### src/rtl/nou_bu_pkg.sv
// Shared types, field widths, error codes and slot-search helpers for the NOU buffer-pool manager.
package nou_bu_pkg;

  localparam int unsigned NOU_SID_WIDTH           = 8;
  localparam int unsigned NOU_OP_TYPE_WIDTH       = 2;
  localparam int unsigned NOU_BUF_ID_WIDTH        = 8;
  localparam int unsigned NOU_BUF_ADDR_WIDTH      = 16;
  localparam int unsigned NOU_BUF_SIZE_WIDTH      = 8;
  localparam int unsigned NOU_RM_WIDTH            = 1;
  localparam int unsigned NOU_PKT_HDR_SZ_WIDTH    = 16;
  localparam int unsigned NOU_PKT_DATA_SZ_WIDTH   = 16;
  localparam int unsigned NOU_PKT_HDR_ADDR_WIDTH  = 16;
  localparam int unsigned NOU_PKT_DATA_ADDR_WIDTH = 16;
  localparam int unsigned NOU_ERR_CODE_WIDTH      = 3;

  localparam logic NOU_STATUS_OK  = 1'b0;
  localparam logic NOU_STATUS_ERR = 1'b1;

  localparam logic [NOU_ERR_CODE_WIDTH-1:0] NOU_ERR_NONE   = 3'd0;
  localparam logic [NOU_ERR_CODE_WIDTH-1:0] NOU_ERR_NO_BUF = 3'd1;
  localparam logic [NOU_ERR_CODE_WIDTH-1:0] NOU_ERR_STATE  = 3'd2;
  localparam logic [NOU_ERR_CODE_WIDTH-1:0] NOU_ERR_ID     = 3'd3;
  localparam logic [NOU_ERR_CODE_WIDTH-1:0] NOU_ERR_OP     = 3'd4;

  typedef enum logic [1:0] {
    SLOT_EMPTY    = 2'd0,
    SLOT_GRANTED  = 2'd1,
    SLOT_ASSIGNED = 2'd2
  } slot_status_e;

  typedef enum logic [NOU_OP_TYPE_WIDTH-1:0] {
    BU_OP_GRANT   = 2'd0,
    BU_OP_REVOKE  = 2'd1,
    BU_OP_RELEASE = 2'd2
  } bu_op_e;

  typedef struct packed {
    logic [NOU_SID_WIDTH-1:0]      sid;
    logic [NOU_OP_TYPE_WIDTH-1:0]  rtype;
    logic [NOU_BUF_ID_WIDTH-1:0]   buf_id;
    logic                          status;
    logic [NOU_ERR_CODE_WIDTH-1:0] err;
    logic [NOU_RM_WIDTH-1:0]       rm;
  } bu_rsp_t;

  // Search helpers cover the largest legal table; result is {found, index}.
  localparam int unsigned FIND_W = 256;

  function automatic logic [8:0] find_first_one_index_forward(input logic [FIND_W-1:0] vec);
    logic [8:0] res;
    res = '0;
    for (int unsigned i = FIND_W; i > 0; i--) begin
      if (vec[i-1]) res = {1'b1, 8'(i - 1)};
    end
    return res;
  endfunction

  function automatic logic [8:0] find_first_one_index_backward(input logic [FIND_W-1:0] vec);
    logic [8:0] res;
    res = '0;
    for (int unsigned i = 0; i < FIND_W; i++) begin
      if (vec[i]) res = {1'b1, 8'(i)};
    end
    return res;
  endfunction

endpackage

### src/rtl/nou_bu_rsp_fifo.sv
// Retire-response FIFO: wrap-around read/write pointers plus an occupancy count.
module nou_bu_rsp_fifo
  import nou_bu_pkg::*;
#(
  parameter int unsigned DEPTH = 4
) (
  input  logic    clk,
  input  logic    rstn,
  input  logic    push,
  input  bu_rsp_t push_data,
  input  logic    pop,
  output bu_rsp_t head,
  output logic    empty,
  output logic    full
);

  localparam int unsigned PTR_W = $clog2(DEPTH);
  localparam int unsigned CNT_W = PTR_W + 1;

  bu_rsp_t          mem [DEPTH];
  logic [PTR_W-1:0] wr_ptr;
  logic [PTR_W-1:0] rd_ptr;
  logic [CNT_W-1:0] count;
  logic             do_push;
  logic             do_pop;

  assign empty   = (count == '0);
  assign full    = (count == CNT_W'(DEPTH));
  assign do_push = push & ~full;
  assign do_pop  = pop & ~empty;
  assign head    = mem[rd_ptr];

  always_ff @(posedge clk) begin
    if (do_push) mem[wr_ptr] <= push_data;
  end

  always_ff @(posedge clk or negedge rstn) begin
    if (!rstn) begin
      wr_ptr <= '0;
      rd_ptr <= '0;
      count  <= '0;
    end else begin
      if (do_push) wr_ptr <= wr_ptr + 1'b1;
      if (do_pop)  rd_ptr <= rd_ptr + 1'b1;
      case ({do_push, do_pop})
        2'b10:   count <= count + 1'b1;
        2'b01:   count <= count - 1'b1;
        default: count <= count;
      endcase
    end
  end

endmodule

### src/rtl/nou_bu_pool.sv
// NOU receive buffer-pool manager: slot table driven by BRR commands, header/data
// slot allocation for RPU requests, and a backpressured BURR retire queue.
module nou_bu_pool
  import nou_bu_pkg::*;
#(
  parameter int unsigned NUM_SLOTS  = 32,
  parameter int unsigned RSP_DEPTH  = 4,
  parameter int unsigned HDR_MIN_KB = 1,
  parameter int unsigned PRESET_EN  = 1,
  parameter int unsigned HDR_BASE   = 'h500,
  parameter int unsigned DATA_BASE  = 'h520,
  parameter int unsigned HDR_KB     = 2,
  parameter int unsigned DATA_KB    = 32
) (
  input  logic                               clk,
  input  logic                               rstn,
  input  logic                               brr_bu_vld,
  output logic                               brr_bu_rdy,
  input  logic [NOU_SID_WIDTH-1:0]           brr_bu_sid,
  input  logic [NOU_OP_TYPE_WIDTH-1:0]       brr_bu_op_type,
  input  logic [NOU_BUF_ID_WIDTH-1:0]        brr_bu_buf_id,
  input  logic [NOU_BUF_ADDR_WIDTH-1:0]      brr_bu_buf_addr,
  input  logic [NOU_BUF_SIZE_WIDTH-1:0]      brr_bu_buf_size,
  input  logic [NOU_RM_WIDTH-1:0]            brr_bu_rm,
  input  logic                               rpu_bu_req_buf_vld,
  input  logic [NOU_PKT_HDR_SZ_WIDTH-1:0]    rpu_bu_req_buf_header_size,
  input  logic [NOU_PKT_DATA_SZ_WIDTH-1:0]   rpu_bu_req_buf_data_size,
  output logic                               bu_rpu_gnt_buf_vld,
  output logic                               bu_rpu_gnt_buf_status,
  output logic [NOU_PKT_HDR_ADDR_WIDTH-1:0]  bu_rpu_header_buf_addr,
  output logic [NOU_PKT_DATA_ADDR_WIDTH-1:0] bu_rpu_data_buf_addr,
  output logic [NOU_ERR_CODE_WIDTH-1:0]      bu_rpu_gnt_buf_err_code,
  input  logic                               retire_burr_keep,
  output logic                               burr_retire_vld,
  output logic [NOU_SID_WIDTH-1:0]           burr_retire_sid,
  output logic [NOU_OP_TYPE_WIDTH-1:0]       burr_retire_rsp_type,
  output logic [NOU_BUF_ID_WIDTH-1:0]        burr_retire_buf_id,
  output logic                               burr_retire_status,
  output logic [NOU_ERR_CODE_WIDTH-1:0]      burr_retire_err_code,
  output logic [NOU_RM_WIDTH-1:0]            burr_retire_rm
);

  localparam int unsigned ID_W   = $clog2(NUM_SLOTS);
  localparam int unsigned SIZE_W = NOU_BUF_SIZE_WIDTH;

  slot_status_e                  slot_st   [NUM_SLOTS];
  logic [NOU_BUF_ADDR_WIDTH-1:0] slot_addr [NUM_SLOTS];
  logic [SIZE_W-1:0]             slot_size [NUM_SLOTS];

  logic [NUM_SLOTS-1:0]          hdr_vld;
  logic [NUM_SLOTS-1:0]          data_vld;
  logic [SIZE_W:0]               need_kb;
  logic [8:0]                    hdr_find;
  logic [8:0]                    data_find;
  logic [ID_W-1:0]               hdr_idx;
  logic [ID_W-1:0]               data_idx;
  logic                          alloc_ok;
  logic                          cmd_acc;
  logic                          cmd_in_range;
  logic [ID_W-1:0]               cmd_idx;
  logic [NOU_ERR_CODE_WIDTH-1:0] cmd_err;
  bu_rsp_t                       cmd_rsp;
  bu_rsp_t                       fifo_head;
  bu_rsp_t                       ret_out;
  logic                          fifo_empty;
  logic                          fifo_full;
  logic                          unused_bits;

  assign unused_bits = ^{rpu_bu_req_buf_header_size, hdr_find, data_find};

  always_comb begin
    need_kb = (SIZE_W+1)'((17'(rpu_bu_req_buf_data_size) + 17'd1023) >> 10);
    hdr_vld  = '0;
    data_vld = '0;
    for (int unsigned i = 0; i < NUM_SLOTS; i++) begin
      hdr_vld[i]  = (slot_st[i] == SLOT_GRANTED) && (slot_size[i] >= SIZE_W'(HDR_MIN_KB));
      data_vld[i] = (slot_st[i] == SLOT_GRANTED) && ({1'b0, slot_size[i]} >= need_kb);
    end
  end

  assign hdr_find  = find_first_one_index_forward(FIND_W'(hdr_vld));
  assign data_find = find_first_one_index_backward(FIND_W'(data_vld));
  assign hdr_idx   = hdr_find[ID_W-1:0];
  assign data_idx  = data_find[ID_W-1:0];
  assign alloc_ok  = rpu_bu_req_buf_vld & hdr_find[8] & data_find[8] & (hdr_idx != data_idx);

  assign brr_bu_rdy   = ~fifo_full;
  assign cmd_acc      = brr_bu_vld & brr_bu_rdy;
  assign cmd_in_range = {1'b0, brr_bu_buf_id} < (NOU_BUF_ID_WIDTH+1)'(NUM_SLOTS);
  assign cmd_idx      = brr_bu_buf_id[ID_W-1:0];

  always_comb begin
    cmd_err = NOU_ERR_NONE;
    if (!cmd_in_range) begin
      cmd_err = NOU_ERR_ID;
    end else begin
      case (bu_op_e'(brr_bu_op_type))
        BU_OP_GRANT:
          if (slot_st[cmd_idx] != SLOT_EMPTY || brr_bu_buf_size == '0) cmd_err = NOU_ERR_STATE;
        BU_OP_REVOKE:
          if (slot_st[cmd_idx] != SLOT_GRANTED) cmd_err = NOU_ERR_STATE;
        BU_OP_RELEASE:
          if (slot_st[cmd_idx] != SLOT_ASSIGNED) cmd_err = NOU_ERR_STATE;
        default: cmd_err = NOU_ERR_OP;
      endcase
      // A slot being handed to the RPU this cycle is off limits to BRR.
      if (cmd_err == NOU_ERR_NONE && alloc_ok && (cmd_idx == hdr_idx || cmd_idx == data_idx))
        cmd_err = NOU_ERR_STATE;
    end
  end

  always_comb begin
    cmd_rsp.sid    = brr_bu_sid;
    cmd_rsp.rtype  = brr_bu_op_type;
    cmd_rsp.buf_id = brr_bu_buf_id;
    cmd_rsp.status = (cmd_err == NOU_ERR_NONE) ? NOU_STATUS_OK : NOU_STATUS_ERR;
    cmd_rsp.err    = cmd_err;
    cmd_rsp.rm     = brr_bu_rm;
  end

  always_ff @(posedge clk or negedge rstn) begin
    if (!rstn) begin
      for (int unsigned i = 0; i < NUM_SLOTS; i++) begin
        if (PRESET_EN == 0) begin
          slot_st[i]   <= SLOT_EMPTY;
          slot_addr[i] <= '0;
          slot_size[i] <= '0;
        end else if (i < NUM_SLOTS / 2) begin
          slot_st[i]   <= SLOT_GRANTED;
          slot_addr[i] <= NOU_BUF_ADDR_WIDTH'(HDR_BASE + i * HDR_KB);
          slot_size[i] <= SIZE_W'(HDR_KB);
        end else begin
          slot_st[i]   <= SLOT_GRANTED;
          slot_addr[i] <= NOU_BUF_ADDR_WIDTH'(DATA_BASE + (i - NUM_SLOTS / 2) * DATA_KB);
          slot_size[i] <= SIZE_W'(DATA_KB);
        end
      end
    end else begin
      if (alloc_ok) begin
        slot_st[hdr_idx]  <= SLOT_ASSIGNED;
        slot_st[data_idx] <= SLOT_ASSIGNED;
      end
      if (cmd_acc && cmd_err == NOU_ERR_NONE) begin
        case (bu_op_e'(brr_bu_op_type))
          BU_OP_GRANT: begin
            slot_st[cmd_idx]   <= SLOT_GRANTED;
            slot_addr[cmd_idx] <= brr_bu_buf_addr;
            slot_size[cmd_idx] <= brr_bu_buf_size;
          end
          BU_OP_REVOKE:  slot_st[cmd_idx] <= SLOT_EMPTY;
          BU_OP_RELEASE: slot_st[cmd_idx] <= SLOT_GRANTED;
          default: ;
        endcase
      end
    end
  end

  always_ff @(posedge clk or negedge rstn) begin
    if (!rstn) begin
      bu_rpu_gnt_buf_vld      <= 1'b0;
      bu_rpu_gnt_buf_status   <= 1'b0;
      bu_rpu_header_buf_addr  <= '0;
      bu_rpu_data_buf_addr    <= '0;
      bu_rpu_gnt_buf_err_code <= '0;
    end else begin
      bu_rpu_gnt_buf_vld      <= rpu_bu_req_buf_vld;
      bu_rpu_gnt_buf_status   <= 1'b0;
      bu_rpu_header_buf_addr  <= '0;
      bu_rpu_data_buf_addr    <= '0;
      bu_rpu_gnt_buf_err_code <= '0;
      if (rpu_bu_req_buf_vld) begin
        if (alloc_ok) begin
          bu_rpu_gnt_buf_status  <= NOU_STATUS_OK;
          bu_rpu_header_buf_addr <= slot_addr[hdr_idx];
          bu_rpu_data_buf_addr   <= slot_addr[data_idx];
        end else begin
          bu_rpu_gnt_buf_status   <= NOU_STATUS_ERR;
          bu_rpu_gnt_buf_err_code <= NOU_ERR_NO_BUF;
        end
      end
    end
  end

  nou_bu_rsp_fifo #(
    .DEPTH (RSP_DEPTH)
  ) u_rsp_fifo (
    .clk       (clk),
    .rstn      (rstn),
    .push      (cmd_acc),
    .push_data (cmd_rsp),
    .pop       (~retire_burr_keep),
    .head      (fifo_head),
    .empty     (fifo_empty),
    .full      (fifo_full)
  );

  assign ret_out              = fifo_empty ? '0 : fifo_head;
  assign burr_retire_vld      = ~fifo_empty;
  assign burr_retire_sid      = ret_out.sid;
  assign burr_retire_rsp_type = ret_out.rtype;
  assign burr_retire_buf_id   = ret_out.buf_id;
  assign burr_retire_status   = ret_out.status;
  assign burr_retire_err_code = ret_out.err;
  assign burr_retire_rm       = ret_out.rm;

endmodule

### config.mk
export PLATFORM = sky130hd
export DESIGN_NAME = nou_bu_pool
export DESIGN_NICKNAME = d
export VERILOG_FILES = /design/src/rtl/nou_bu_pkg.sv /design/src/rtl/nou_bu_rsp_fifo.sv /design/src/rtl/nou_bu_pool.sv
export SDC_FILE = /design/constraint.sdc
export NUM_CORES = 2
export LEC_CHECK = 0
export BUFFER_PORTS_ARGS = -buffer_cell sky130_fd_sc_hd__buf_2
export CORE_MARGIN = 1
export CORE_UTILIZATION = 41
export DETAILED_ROUTE_END_ITERATION = 8
export GPL_TIMING_DRIVEN = 0
export HOLD_SLACK_MARGIN = 0.08
export PLACE_DENSITY = 0.67
export SETUP_SLACK_MARGIN = 0.15
export SYNTH_ARGS = -nofsm -noshare
export SYNTH_HDL_FRONTEND = slang
export SYNTH_SLANG_ARGS = --single-unit
### constraint.sdc
create_clock -name clk -period 7.28 [get_ports clk]
set_input_delay 1.456 -clock clk [delete_from_list [all_inputs] [get_ports clk]]
set_output_delay 1.456 -clock clk [all_outputs]
set_load 0.02 [all_outputs]
* Yosys cells after proc, flatten, opt, wreduce, memory -nomap -nowiden
Memory sizes are Yosys's and may differ from the RTL's.
Index checks and enable logic that the tools add are counted.
** Storage, ports and cells
- Register bits after elaboration :: 876
- Memory bits (writable) :: 92
- Input port bits :: 80
- Output and inout port bits :: 62
- Word-level logic and storage cells :: 435
- Memories :: 1
** Memories
- u_rsp_fifo.mem :: words 4, bits a word 23, read ports 1, clocked after Yosys merged registers in 0, write ports 1, RTL line nou_bu_rsp_fifo.sv:20 : bu_rsp_t mem [DEPTH];
** Operators by class
- $add $sub $neg :: 5
- $lt $le $gt $ge :: 71
- Eq/ne operators :: 42
- Mux-type cells :: 108
- Bitwise operators :: 23
- Reductions and logical operators :: 81
** Operators with widths (count)
- $mux 9 :: 64
- $bwmux 512 :: 1
- $bwmux 256 :: 1
- $ge 8x1->1 const B :: 32
- $ge 8x7->1 :: 32
- $bmux 16 s5 :: 2
- $mux 16 :: 9
- $mux 64 :: 2
- $pmux 64 s2 :: 1
- $and 32x32->32 :: 3
- $not 32->32 :: 3
- $or 32x32->32 :: 3
- $demux 16 s5 :: 1
- $logic_and 1x1->1 :: 70
- $eq 2x1->1 const B :: 34
- $and 64x64->64 :: 1
- $not 64->64 :: 1
- $demux 8 s5 :: 1
- $demux 2 s5 :: 3
- $mux 23 :: 1
- $ge 6x6->1 const B :: 3
- $lt 6x1->1 const B :: 3
- $not 5->6 :: 3
- $add 16x10->17 const B :: 1
- other kinds (26) :: 55

* Longest topological paths before layout
- Depth in word-level cells :: 46
- Mapped depth :: 23
- Depth with buffers taken out :: 19

* Hierarchy
From an unflattened synthesis, not the netlist that was laid out.
** Second synthesis, totals
- Cells, all modules :: 5010
- Area total of the unflattened synthesis :: 57492.6 um2
** By module, submodules not included
- nou_bu_pool :: instances 1, cells an instance 4852, area each 53701.5 um2
- nou_bu_rsp_fifo :: instances 1, cells an instance 158, area each 3791.1 um2

* Least setup slack after synthesis
OpenSTA, ideal clock, no wires.
- Kind :: input to register
- Start point :: in rpu_bu_req_buf_data_size[4]
- End point :: reg slot_st[50] in the netlist's numbering
- Arrival time :: 7.571 ns
- Data required time :: 7.198 ns
- Path slack :: -0.373 ns
- Stages on the path :: 22
- Buffers on the path :: 5
- Path through :: nor4_4 -> and3_1 -> nor2b_1 -> nand3_1 -> xor2_1 -> ha_1 -> a21o_1 -> a2111oi_0 -> o32ai_1 -> a211o_1 -> or4b_1 -> buf_2 -> or4_1 -> buf_2 -> or3_4 -> o31a_1 -> buf_6 -> and2_1 -> buf_6 -> buf_6 -> a21bo_1 -> a22oi_1
** On the way
- Longest elaborated chain between the ends :: 45
- Elaborated cells between the ends (all ways) :: 121
- Those cells by class :: add/sub (1); order compare (34); eq/ne (2); mux (39); bitwise (7); reduce/logical (38)
** Ends and longest elaborated chain
- start: declaration :: RTL line nou_bu_pool.sv:27 : input logic [NOU_PKT_DATA_SZ_WIDTH-1:0] rpu_bu_req_buf_data_size,
- $add 16x10->17 * :: RTL line nou_bu_pool.sv:72 : need_kb = (SIZE_W+1)'((17'(rpu_bu_req_buf_data_size) + 17'd1023) >> 10);
- $ge 8x7->1 :: RTL line nou_bu_pool.sv:77 : data_vld[i] = (slot_st[i] == SLOT_GRANTED) && ({1'b0, slot_size[i]} >= need_kb);
- $logic_and 1x1->1 :: RTL line nou_bu_pool.sv:77
- $mux 9 (30 in series) :: RTL line nou_bu_pkg.sv:62 : if (vec[i]) res = {1'b1, 8'(i)};
- $mux 9 * :: RTL line nou_bu_pkg.sv:62
- $not 5->6 (implied by the code) :: RTL line nou_bu_pool.sv:141 : slot_st[data_idx] <= SLOT_ASSIGNED;
- $ge 6x6->1 (implied by the code) / $lt 6x1->1 (equally long branches) :: RTL line nou_bu_pool.sv:141
- $logic_and 1x1->1 (implied by the code) :: RTL line nou_bu_pool.sv:141
- $mux 2 (implied by the code) :: RTL line nou_bu_pool.sv:141
- $demux 2 s5 :: RTL line nou_bu_pool.sv:141
- $not 32->32 (no line)
- $and 32x32->32 (no line)
- $mux 64 :: RTL line nou_bu_pool.sv:139 : if (alloc_ok) begin
- $or 32x32->32 (no line) / $and 64x64->64 (equally long branches)
- $pmux 64 s2 :: RTL line nou_bu_pool.sv:144 : case (bu_op_e'(brr_bu_op_type))
- $mux 64 * :: RTL line nou_bu_pool.sv:143 : if (cmd_acc && cmd_err == NOU_ERR_NONE) begin
- end signal: indexed assignment :: RTL line nou_bu_pool.sv:140 : slot_st[hdr_idx] <= SLOT_ASSIGNED;
- end signal: indexed assignment :: RTL line nou_bu_pool.sv:141
- end signal: indexed assignment :: RTL line nou_bu_pool.sv:146 : slot_st[cmd_idx] <= SLOT_GRANTED;
- end: declaration :: RTL line nou_bu_pool.sv:46 : slot_status_e slot_st [NUM_SLOTS];
Mark *: on every way between the ends. The rest lies on a longest branch, timed or not.
A chain may end at the register's enable or synchronous reset.

* Worst setup path after layout
- Start point :: reg slot_st[2] in the netlist's numbering
- End point :: reg slot_st[15] in the netlist's numbering
** On the way
- Longest elaborated chain between the ends :: 44
- Elaborated cells between the ends (all ways) :: 81
- Those cells by class :: order compare (4); eq/ne (6); mux (50); bitwise (9); reduce/logical (12)
** Ends and longest elaborated chain
- start signal: indexed assignment :: RTL line nou_bu_pool.sv:125 : slot_st[i] <= SLOT_EMPTY;
- start signal: indexed assignment :: RTL line nou_bu_pool.sv:129 : slot_st[i] <= SLOT_GRANTED;
- start signal: indexed assignment :: RTL line nou_bu_pool.sv:133 : slot_st[i] <= SLOT_GRANTED;
- $eq 2x1->1 :: RTL line nou_bu_pool.sv:76, nou_bu_pool.sv:77
- $logic_and 1x1->1 :: RTL line nou_bu_pool.sv:76 : hdr_vld[i] = (slot_st[i] == SLOT_GRANTED) && (slot_size[i] >= SIZE_W'(HDR_MIN_KB));
- $mux 9 (31 in series) :: RTL line nou_bu_pkg.sv:53 : if (vec[i-1]) res = {1'b1, 8'(i - 1)};
- $not 5->6 (implied by the code) :: RTL line nou_bu_pool.sv:140
- $ge 6x6->1 (implied by the code) / $lt 6x1->1 (equally long branches) :: RTL line nou_bu_pool.sv:140
- $logic_and 1x1->1 (implied by the code) :: RTL line nou_bu_pool.sv:140
- $mux 2 (implied by the code) :: RTL line nou_bu_pool.sv:140
- $demux 2 s5 :: RTL line nou_bu_pool.sv:140
- $or 32x32->32 (no line) (2 in series)
- $mux 64 :: RTL line nou_bu_pool.sv:139
- $and 32x32->32 (no line) / $and 64x64->64 (equally long branches)
- $pmux 64 s2 :: RTL line nou_bu_pool.sv:144
- $mux 64 * :: RTL line nou_bu_pool.sv:143
Mark *: on every way between the ends. The rest lies on a longest branch, timed or not. The select of a mux whose other input is x is not followed.

==> impl_metrics.toml <==
[floorplanning]
initial_utilization = 0.414
fp.dieH_um = 364
dieArea_um2 = 132000
io_pins = 142
die_w_um = 364
row_count = 132
core-area_um2 = 130000

[cts]
cts_hold_buf = 0
clk_pin_slew_worst_paths_ns = 0.07
clkLatencyLatePin_ns = 0.78
cts_tree = "yes"
clock_path_buffers = 3
htreeDepth = 3
numCtsBuffers = 103
clk_root_buffer_cell = "clkbuf_16"
cts.sinks = 965

[finish]
seq_area_um2 = 24800
fillerInstances = 11700
nets = 5173
stdcell_count = 6742
multi_input_comb_area_um2 = 27800
final_common_cell = "mux2_2"
syn_to_final_growth_pct = 15.3
finalInstanceArea_um2 = 61800
drive_gt1_frac = 0.341
final_cell_mix = "mux2_2 (756), dfrtp_1 (688), nand2_1 (412)"

[placement]
dp_worst_setup_slack_ns = -3.58
gp_congestion = 1.06
place_area_um2 = 57100
dp.cells = 6489
dpl.hpwl_um = 157000
io_buffers = 122

[yosys]
ys_types = 95
synthMuxAreaShare = 0.238
syn_area_um2 = 53700
ys_seq_elements = 965
synth_top_flop_cell = "dfrtp_1"
synth_compound_area_frac = 0.100
synth_edf_count = 92
ys_async_sr_fraction = 0.905
syn_area_per_cell_um2 = 11.7
synthSimpleGateAreaFrac = 0.116
ys_seq_area_frac = 0.463
synthXorXnorAreaFrac = 0.00294
synth-adder-area-share = 0.0482
yosys_warnings = 0
synth_top_family_by_area = "multiplexers"
netlist_instances = 4596

[min_path]
hold_path.class = "reg -> reg"

[timing]
fin_crit_sh = 1.02
worstMarginPinSlew_ns = 1.67
rsz0062_at_grt = "true"
fin_skew_ns = 0.0429
fmax_ghz = 0.135
slew_headroom = -0.110
drv_slew = 112
worst_slack_ns = -0.112
finalSetupViolations = 2
fin_crit_ns = 7.39
hold_viol = 0
setup-tns-final_ns = -0.169

[pwr]
p_total_mw = 15.2
ir_drop_uv = 229
p_leak_nw = 27.0
power_density_nw_per_um2 = 246

[global_route]
grt_pass1_wl_um = 326000
grt_max_degree = 122
grt_pass1_vias = 44000
grt.overflow.total = 0
grt_util_all_layers = 0.348
antenna_found_initial = 13

[run_status]
violations = "DRC, capacitance limit, slew limit, setup timing"
outcome = "finished with violations"

[critical_path]
required_ns = 7.95
arrival_ns = 8.06
crit_type = "reg -> reg"
start_kind = "flop"
critPathMaxFanout = 10
endpoint_kind = "flop"

[drt]
postRouteAntennaNets = 0
via_per_inst = 6.82
wl_per_cell_um = 34.6
routed_wl_um = 233000
first_iter_violations = 7193
drc = 35
vias = 46000
firstDrtPassIters = 9

[flow_run]
maxCapViolations = 10
sequential cells by signal, indices dropped and copies added (netlist names):
register                 cells
bu_rpu_gnt_buf_err_code      1
u_rsp_fifo.mem              92
slot_st                     64
slot_size                  256
bu_rpu_data_buf_addr        16
bu_rpu_header_buf_addr      16
slot_addr                  512
u_rsp_fifo.rd_ptr            2
u_rsp_fifo.count             3
u_rsp_fifo.wr_ptr            2
bu_rpu_gnt_buf_vld           1
where the power goes:
| part | total [mW] | internal (mW) | leakage [nW] | switching, mW |
|---|---|---|---|---|
| logic | 3.95 | 1.13 | 13.2 | 2.82 |
| clock network | 5.56 | 3.17 | 1.70 | 2.39 |
| registers | 5.72 | 5.64 | 12.1 | 0.0788 |
| total | 15.2 | 9.94 | 27.0 | 5.29 |
metal layers:
metal  GRT usage  routed length [um]  vias up
li1            -                   -    17900
met1       0.422               84100    23000
met2       0.479               93900     3816
met3       0.170               34500     1289
met4       0.235               20300       24
met5      0.0280                 587        -
cell families (layout without fill, tap and decap cells):
family | count (synthesis) | after routing
other | 1 | 21
buffers and inverters | 404 | 788
AND/OR/NAND/NOR | 1208 | 1208
adder cells (fa/ha/maj) | 207 | 207
AO/OA/AOI/OAI | 775 | 775
multiplexers | 1018 | 1018
flip-flops | 965 | 965
XOR/XNOR | 18 | 18
path summary, 6_finish.rpt:
| path | startpoint | to | slack [ns] | depth (start not counted) |
|---|---|---|---|---|
| max | slot_st[2] | slot_st[15] | -0.11 | 15 |
| min | slot_st[62] | slot_st[62] | 0.51 | 2 |
| max reg2reg | slot_st[2] | slot_st[15] | -0.11 | 15 |
| min reg2reg | slot_st[62] | slot_st[62] | 0.51 | 2 |
| max in group asynchronous | rstn | bu_rpu_header_buf_addr[9] | 4.85 | 3 |
| min in group asynchronous | rstn | slot_st[57] | 0.76 | 1 |
layout make-up:
type                            count  area share
Multi-Input combinational cell   3228       0.449
Timing Repair Buffer              189      0.0246
Sequential cell                   965       0.402
Tap cell                         1742      0.0352
Clock buffer                      154      0.0484
Clock inverter                     42     0.00827
Antenna cell                       19    0.000769
Inverter                           79     0.00479
Buffer                            324      0.0270
cells in the mapped netlist, types with 61 or more instances:
cell	n	area [um^2]
ha_1	202	2530
nand2_1	414	1550
o21ai_0	151	756
mux4_2	130	2930
nor2_1	136	510
nor4_1	104	651
nand3_1	148	741
nand2b_1	79	494
a21oi_1	133	666
o22ai_1	61	382
dfrtp_1	688	17200
mux2i_1	132	1320
edfxtp_1	92	2760
clkbuf_1	244	916
inv_1	78	293
mux2_2	756	8510
dfstp_2	185	4860
worst max-delay path: stages, from the launching register on:
cell and delay (ns):
dfstp_2 0.58, nor2b_1 0.22, a21boi_0 0.53, nand2b_1 0.18, a21boi_0 0.08, o21bai_1 0.21
a21oi_1 0.20, o221a_2 0.40, o221ai_1 0.46, buf_2 0.64, buf_2 0.75, clkbuf_1 1.12
nand2_1 0.70, o22ai_1 0.82, a21oi_1 0.19, nor3_2 0.19
per-stage QoR:
step           hold slack (ns)  utilization
3_5_place_dp             0.494        0.440
5_1_grt                  0.528        0.477
4_1_cts                  0.503        0.474
6_report                 0.510        0.477
3_3_place_gp             0.485        0.436
2_1_floorplan            0.464            -
what timing repair did:
item	4_1_cts	5_1_grt
resized for setup	188	91
pin swaps	17	5
setup endpoints to repair	485	339
setup buffers	32	5
(Power assumes the default switching activity.)
